`config.mk`:
```
export PLATFORM = sky130hd
export DESIGN_NAME = mul_div_unit
export DESIGN_NICKNAME = d
export VERILOG_FILES = /design/src/rtl/mul_div_unit.sv
export SDC_FILE = /design/constraint.sdc
export NUM_CORES = 1
export LEC_CHECK = 0
export BUFFER_PORTS_ARGS = -buffer_cell sky130_fd_sc_hd__buf_4
export CORE_MARGIN = 8
export CORE_UTILIZATION = 60
export DETAILED_ROUTE_END_ITERATION = 8
export PLACE_DENSITY = 0.81
export SLEW_MARGIN = 15
export SYNTH_ARGS = -nofsm -noshare
export SYNTH_HDL_FRONTEND = slang
export SYNTH_SLANG_ARGS = --single-unit
export TNS_END_PERCENT = 10
```
`constraint.sdc`:
```
create_clock -name clk -period 7.09 [get_ports clk]
set_input_delay 0.709 -clock clk [delete_from_list [all_inputs] [get_ports clk]]
set_output_delay 0.709 -clock clk [all_outputs]
set_load 0.02 [all_outputs]
```
`src/rtl/mul_div_unit.sv`:
```
// mul_div_unit: iterative RV32M multiply/divide built on one shared shift-add / restoring-divide datapath.
// Latency: a request is accepted at edge N. Result_o, Zero_o and Done_o are registered at edge N+33.
// Backpressure: none. Start_i is sampled only in IDLE or DONE. Busy_o is high while a request is in flight.
//
// Ports:
//   clk, reset             rising-edge clock; asynchronous active-high reset
//   Start_i, Op_i          request strobe; RV32M funct3 operation code
//   A_i, B_i               rs1 / rs2 operands
//   Busy_o, Done_o         in-flight flag; one-cycle completion pulse
//   Result_o, Zero_o       registered result and (Result_o == 0) flag; both hold until the next completion
module mul_div_unit #(
   parameter int WIDTH = 32
) (
   input  logic             clk,
   input  logic             reset,
   input  logic             Start_i,
   input  logic [2:0]       Op_i,
   input  logic [WIDTH-1:0] A_i,
   input  logic [WIDTH-1:0] B_i,
   output logic             Busy_o,
   output logic             Done_o,
   output logic [WIDTH-1:0] Result_o,
   output logic             Zero_o
);

   localparam logic [1:0] S_IDLE = 2'd0;
   localparam logic [1:0] S_CALC = 2'd1;
   localparam logic [1:0] S_FIX  = 2'd2;
   localparam logic [1:0] S_DONE = 2'd3;

   logic [1:0]       state;
   logic [4:0]       cnt;
   logic [2:0]       op_q;
   logic [WIDTH-1:0] opnd;    // multiplicand (mul) or divisor (div) magnitude
   logic [WIDTH-1:0] hi;      // product high half / partial remainder
   logic [WIDTH-1:0] lo;      // multiplier bits shifting out / dividend shifting into quotient
   logic [WIDTH-1:0] a_orig;  // unconverted A, returned by REM/REMU on divide-by-zero
   logic             b_zero;
   logic             ovf;
   logic             neg_q;   // product or quotient sign
   logic             neg_r;   // remainder sign

   // ---------------- request decode (used only at the accepting edge) ----------------
   logic             accept;
   logic             is_mul;
   logic             a_sgn;
   logic             b_sgn;
   logic             a_neg;
   logic             b_neg;
   logic [WIDTH-1:0] a_mag;
   logic [WIDTH-1:0] b_mag;

   always_comb begin
      accept = Start_i && ((state == S_IDLE) || (state == S_DONE));
      is_mul = ~Op_i[2];
      // MULHU is the only unsigned-A multiply; MULHSU and MULHU have unsigned B.
      a_sgn  = is_mul ? (Op_i[1:0] != 2'b11) : ~Op_i[0];
      b_sgn  = is_mul ? ~Op_i[1] : ~Op_i[0];
      a_neg  = a_sgn & A_i[WIDTH-1];
      b_neg  = b_sgn & B_i[WIDTH-1];
      a_mag  = a_neg ? (WIDTH'(0) - A_i) : A_i;
      b_mag  = b_neg ? (WIDTH'(0) - B_i) : B_i;
   end

   // ---------------- one iteration of the shared datapath ----------------
   logic [WIDTH:0]   mul_sum;
   logic [WIDTH:0]   div_shift;
   logic [WIDTH+1:0] div_diff;
   logic             div_ok;

   always_comb begin
      // Shift-add: conditionally add multiplicand to the high half, then shift {carry,hi,lo} right.
      mul_sum   = {1'b0, hi} + (lo[0] ? {1'b0, opnd} : {(WIDTH+1){1'b0}});
      // Restoring divide: shift the next dividend bit into the remainder and trial-subtract.
      div_shift = {hi, lo[WIDTH-1]};
      div_diff  = {1'b0, div_shift} - {2'b00, opnd};
      div_ok    = ~div_diff[WIDTH+1];
   end

   // ---------------- sign correction and special cases ----------------
   logic [2*WIDTH-1:0] prod;
   logic [2*WIDTH-1:0] prod_s;
   logic [WIDTH-1:0]   quot_s;
   logic [WIDTH-1:0]   rem_s;
   logic [WIDTH-1:0]   fix_res;

   always_comb begin
      prod    = {hi, lo};
      prod_s  = neg_q ? ((2*WIDTH)'(0) - prod) : prod;
      quot_s  = neg_q ? (WIDTH'(0) - lo) : lo;
      rem_s   = neg_r ? (WIDTH'(0) - hi) : hi;
      fix_res = '0;
      case (op_q)
         3'b000:                 fix_res = prod_s[WIDTH-1:0];
         3'b001, 3'b010, 3'b011: fix_res = prod_s[2*WIDTH-1:WIDTH];
         3'b100, 3'b101: begin
            if (b_zero)                     fix_res = '1;
            else if (ovf && !op_q[0])       fix_res = {1'b1, {(WIDTH-1){1'b0}}};
            else                            fix_res = quot_s;
         end
         default: begin
            if (b_zero)                     fix_res = a_orig;
            else if (ovf && !op_q[0])       fix_res = '0;
            else                            fix_res = rem_s;
         end
      endcase
   end

   // ---------------- state and datapath registers ----------------
   always_ff @(posedge clk or posedge reset) begin
      if (reset) begin
         state    <= S_IDLE;
         cnt      <= '0;
         op_q     <= '0;
         opnd     <= '0;
         hi       <= '0;
         lo       <= '0;
         a_orig   <= '0;
         b_zero   <= 1'b0;
         ovf      <= 1'b0;
         neg_q    <= 1'b0;
         neg_r    <= 1'b0;
         Result_o <= '0;
         Zero_o   <= 1'b1;
      end else begin
         case (state)
            S_IDLE, S_DONE: begin
               if (accept) begin
                  state  <= S_CALC;
                  cnt    <= '0;
                  op_q   <= Op_i;
                  opnd   <= is_mul ? a_mag : b_mag;
                  lo     <= is_mul ? b_mag : a_mag;
                  hi     <= '0;
                  a_orig <= A_i;
                  b_zero <= (B_i == '0);
                  ovf    <= (A_i == {1'b1, {(WIDTH-1){1'b0}}}) && (B_i == '1);
                  neg_q  <= a_neg ^ b_neg;
                  neg_r  <= a_neg;
               end else begin
                  state <= S_IDLE;
               end
            end
            S_CALC: begin
               if (!op_q[2]) begin
                  hi <= mul_sum[WIDTH:1];
                  lo <= {mul_sum[0], lo[WIDTH-1:1]};
               end else begin
                  hi <= div_ok ? div_diff[WIDTH-1:0] : div_shift[WIDTH-1:0];
                  lo <= {lo[WIDTH-2:0], div_ok};
               end
               cnt <= cnt + 5'd1;
               if (cnt == 5'd31) state <= S_FIX;
            end
            default: begin  // S_FIX
               Result_o <= fix_res;
               Zero_o   <= (fix_res == '0);
               state    <= S_DONE;
            end
         endcase
      end
   end

   assign Busy_o = (state == S_CALC) || (state == S_FIX);
   assign Done_o = (state == S_DONE);

endmodule

```
---- Word level (Yosys, flattened, before mapping) ----
Cells that the tools add are included.
word-level totals
  bits of input ports ..................... 70
  word-level logic and storage cells ...... 85
  register bits after elaboration ......... 175
  output and inout bits ................... 35
cells by class
  mux-type cells .......................... 27
  bitwise operators ....................... 6
  add/sub/neg operators ................... 8
  reductions and logical operators ........ 17
  equal/unequal tests ..................... 14
operators by type and width
  cell                     number
  $mux W32                 16
  $pmux W32 S2             2
  $sub A1 B32 Y32 const A  4
  $pmux W32 S3             1
  $eq A32 B32 Y1 const B   2
  $logic_not A32 Y1        2
  $mux W64                 1
  $sub A1 B64 Y64 const A  1
  $sub A33 B32 Y34         1
  $add A32 B32 Y33         1
  $pmux W5 S2              1
  $eq A3 B2 Y1 const B     2
  $eq A3 B3 Y1 const B     2
  $ne A2 B2 Y1 const B     3
  $reduce_or A3 Y1         2
  $add A5 B1 Y5 const B    1
  $eq A5 B5 Y1 const B     1
  $mux W5                  1
  $eq A2 B2 Y1 const B     2
  $pmux W2 S2              1
  $reduce_and A2 Y1        2
  $reduce_or A2 Y1         2
  $eq A3 B1 Y1 const B     1
  $logic_and A1 B1 Y1      3
  11 further kinds         17

---- Logic depth before layout (Yosys ltp) ----
  depth in word-level cells ............... 7
  depth in mapped cells ................... 15
  mapped depth without buffers ............ 14

---- Least setup slack after synthesis ----
OpenSTA, ideal clock, no wires.
  path type ............................... flip-flop to flip-flop
  start point ............................. register lo[0]
  end point ............................... register Zero_o
  setup slack ............................. 3116 ps
  arrival time ............................ 3884 ps
  period minus slack after synthesis ...... 3974 ps
  setup time .............................. 89 ps
  required time ........................... 7001 ps
  path buffers ............................ 2
  cell stages (with the launch flop) ...... 15
  cells stage by stage .................... dfrtp_1 -> inv_1 -> clkbuf_1 -> ha_1 -> nor3b_1 -> nand2_1 -> or4_1 -> buf_4 -> o21ai_4 -> xnor2_1 -> a221oi_2 -> nor2_1 -> or4_1 -> or4b_1 -> o32ai_2
on the way
  cells in the longest elaborated chain, start to end .. 6
  elaborated cells between the ends (all ways) .. 8
  classes of those cells .................. add/sub: 2; mux: 5; reduce/logical: 1
RTL lines
  element                 RTL line  text
  from (decl)             36        logic [WIDTH-1:0] lo;
  from (signal assigned)  133       lo <= is_mul ? b_mag : a_mag;
  from (signal assigned)  147       lo <= {mul_sum[0], lo[WIDTH-1:1]};
  from (signal assigned)  150       lo <= {lo[WIDTH-2:0], div_ok};
  $sub A1 B32 Y32         90        quot_s = neg_q ? (WIDTH'(0) - lo) : lo;
  $mux W32                90
  $mux W32                98        else if (ovf && !op_q[0]) fix_res = {1'b1, {(WIDTH-1){1'b0}}};
  $mux W32                97        if (b_zero) fix_res = '1;
  $pmux W32 S3 (*)        93        case (op_q)
  $logic_not A32 Y1 (*)   157       Zero_o <= (fix_res == '0);
  to (signal assigned)    157
  to (decl)               23        output logic Zero_o
Every way passes the cells marked *; elsewhere a longest branch is shown, timed or not.
A chain may end at the register's enable or synchronous reset.

---- Worst setup path in the final report ----
Ends and elaborated chain as after synthesis.

==> run metrics <==
status=complete, no violations; largest net degree at the start of global routing=90; count of different cell masters after synthesis=83; LEAKAGE=7.70 nW; DRT antenna net count=0; Tot Pwr=9.23 mW; number of setup buffers added after CTS=0; Final Critical Period=~4.8 ns; crit-path cells=nor4_1, nor4bb_1, nand3_1, a2111oi_0, a2111oi_0, buf_4, nor4_1, nand4_1, o32ai_2; CTS buffer count=17; DRC=0; total track usage=a little under two fifths; Hold Path Class=primary input to async pin; Power Density=514 mW/mm2; Setup Viol. Count Final=0; post-route setup TNS=0 ns; Clock Latency Late Sink=about 0.46 ns; Max stage delay on crit path=1.32 ns; Slew Limit Fails=0; Yosys top cell by area=dfrtp_1; Die X=roughly 180 um; top area cells in the synthesized netlist=dfrtp_1 26%, a21oi_1 6.2%, mux2_2 6.1%; max-cap check violation count=0; worst setup skew after layout=roughly 0.019 ns; first-pass GRT wire length=95300 um; share of post-route cells with drive strength above 1=13.7%; CTS tree=yes; Core Box Area=0.0270 mm2; Mapped Nets=2257; total length of routed wires=62900 um; clk sinks=175; Hold-fix buffers, CTS=0; Main synth FF type=dfrtp_1; initial antenna violation count=2; max_slew headroom=5.00%; reg2reg end=Zero_o; arrival time worst endpoint=5.19 ns; number of global-route vias before repair=16026; Cell Area, Synth=0.0164 mm2; Final #Nets=2252; Initial DRT Pass Iterations=7; critical path endpoint category=register; H-tree levels=4; Rows=60; P&R area growth vs syn=9.14%; Yosys top cell area share=26.5%; Clock transition at path regs=0.09 ns; placed cells=2428; DRT iter0 DRCs=2369; PortBufs=roughly 100; fin util=around two thirds; Fin Hold WS=0.300 ns; warnings from Yosys=0; syn avg cell area=7.79 um2; worst vdd ir=367 uV; FF-to-FF Start=lo[0]; Final period util=68.0%; CTS root buf=clkbuf_16; Initial Utilization=61.0%; flop2flop setup slack=2.27 ns; f_max=between 0.2 and 0.25 GHz; CP max-delay cell=a2111oi_0; final number of hold-violating endpoints=0; Via-to-Cell Ratio=around 7; crit start category=register; via count=17208; post-synthesis sequential area ratio=26.6%; biggest fanout along the worst timing path=12; Req. time, crit path=7.46 ns; I/O pin total=105; RSZ-0062 raised after global routing=no; worst setup path category=register to register; reg2reg path depth=9; Die Ht=182 um; post-synthesis cell count=2111; Final HPWL DP=roughly 48000 um; Slew @ Worst Pin=about 1.4 ns; CTS resizes=0; count of non-filler cells in the finished layout=2461; Post-synth ARST share=100%; die area=~0.033 mm2; Yosys reg bits=175; gp weighted congestion=1.04; Post-synth EDFFs=0; WL per Instance=25.5 um; clock buffer depth=2; Remaining Overflow, GRT=0
## worst max path at each step
stage / startpoint / to / slack (ns) / cells past startpoint
3_5_place_dp: lo[0] / Zero_o / 2.46 / 10
4_1_cts: lo[0] / Zero_o / 2.43 / 10
5_1_grt: lo[0] / Zero_o / 2.10 / 10
2_1_floorplan: reset / Result_o[0] / 1.64 / 1
3_3_place_gp: lo[10] / Zero_o / 2.65 / 10
6_report: lo[0] / Zero_o / 2.27 / 9
## power breakdown
| part | total, mW | internal (mW) | switching [mW] |
|---|---|---|---|
| combinational | 6.09 | 2.28 | 3.80 |
| sequential | 2.10 | 1.44 | 0.660 |
| clock | 1.04 | 0.520 | 0.522 |
## area by class of cell
| type | count | area, um2 |
|---|---|---|
| clock inverters | 15 | 203 |
| fillers | 2384 | 9000 |
| multi-input cells | 1705 | 11200 |
| clock buffers | 17 | 425 |
| diodes | 1 | 2.50 |
| well taps | 341 | 427 |
| repair buffers | 132 | 991 |
| flip-flops and latches | 175 | 4380 |
| inverters | 75 | 287 |
## per-stage QoR
stage / cell area, um2 / setup WS, ns
after floorplan: 16400 / 1.64
after global placement: 17300 / 2.65
after detailed placement: 17300 / 2.46
after CTS: 17900 / 2.43
after global routing: 17900 / 2.10
final: 18000 / 2.27
## cells by family after synthesis
| group | share of synthesized area, % |
|---|---|
| and+or+nand+nor | 19.5 |
| xor gates and xnor gates | 9.26 |
| DFF | 26.6 |
| buffers and inverters | 5.35 |
| adders and majority gates | 5.87 |
| muxes | 7.92 |
| AOI/OAI and AO/OA | 25.5 |
## worst max-delay path, delay by kind of cell, from the launching register on
family	cells	cell delay (ns)
AOI/OAI and AO/OA	3	1.79
buffers and inverters	1	0.23
DFF	1	0.46
and+or+nand+nor	5	2.26
## per-layer routing
| layer | routed length (um) | global-route usage, % | vias to the layer above | part of all wire [%] |
|---|---|---|---|---|
| li1 | - | - | 7690 | - |
| met1 | 25000 | 47.3 | 8177 | 40 |
| met2 | 26700 | 55.4 | 1123 | 43 |
| met3 | 7240 | 10.9 | 218 | 12 |
| met4 | 3880 | 20.4 | 0 | 6.2 |
| met5 | 0 | 0 | - | 0 |
## cell usage in the layout (no fill, tap or decap), types with 50 or more instances in the layout
cell type	instances
nor2_1	236
inv_1	73
xnor2_1	101
dfrtp_1	173
buf_4	132
o21ai_0	162
xor2_1	73
mux2_2	89
a21oi_1	202
ha_1	72
nor3_1	50
nand2_1	173
## synth_stat cells, drive strengths merged, types with 5 or more instances
library cell and instances:
nor2 236, a21oi 203, dfrtp 174, nand2 174
o21ai 166, clkbuf 139, xnor2 101, mux2 89
ha 74, inv 74, xor2 73, nor3 51
o31ai 44, a211oi 35, nand3 33, mux2i 30
a221oi 29, or3 27, nor4 25, nand4 24
or4 23, a31oi 22, a21o 19, buf 17
o41ai 17, nand2b 15, and3 14, nor2b 14
o21a 13, or2 12, a22oi 10, o211ai 9
and2 8, a22o 7, o21bai 7, a2111oi 6
a32o 6, o22ai 6, a21boi 5, nor3b 5
nor4b 5, o221ai 5
## flip-flops by register name, summed over array words and instances, names as in the netlist
name,cells
b_zero,1
cnt,5
Zero_o,1
neg_r,1
state,2
op_q,3
Result_o,32
ovf,1
neg_q,1
opnd,32
lo,32
hi,32
a_orig,32
No activity file was read; power rests on OpenSTA's default activity.
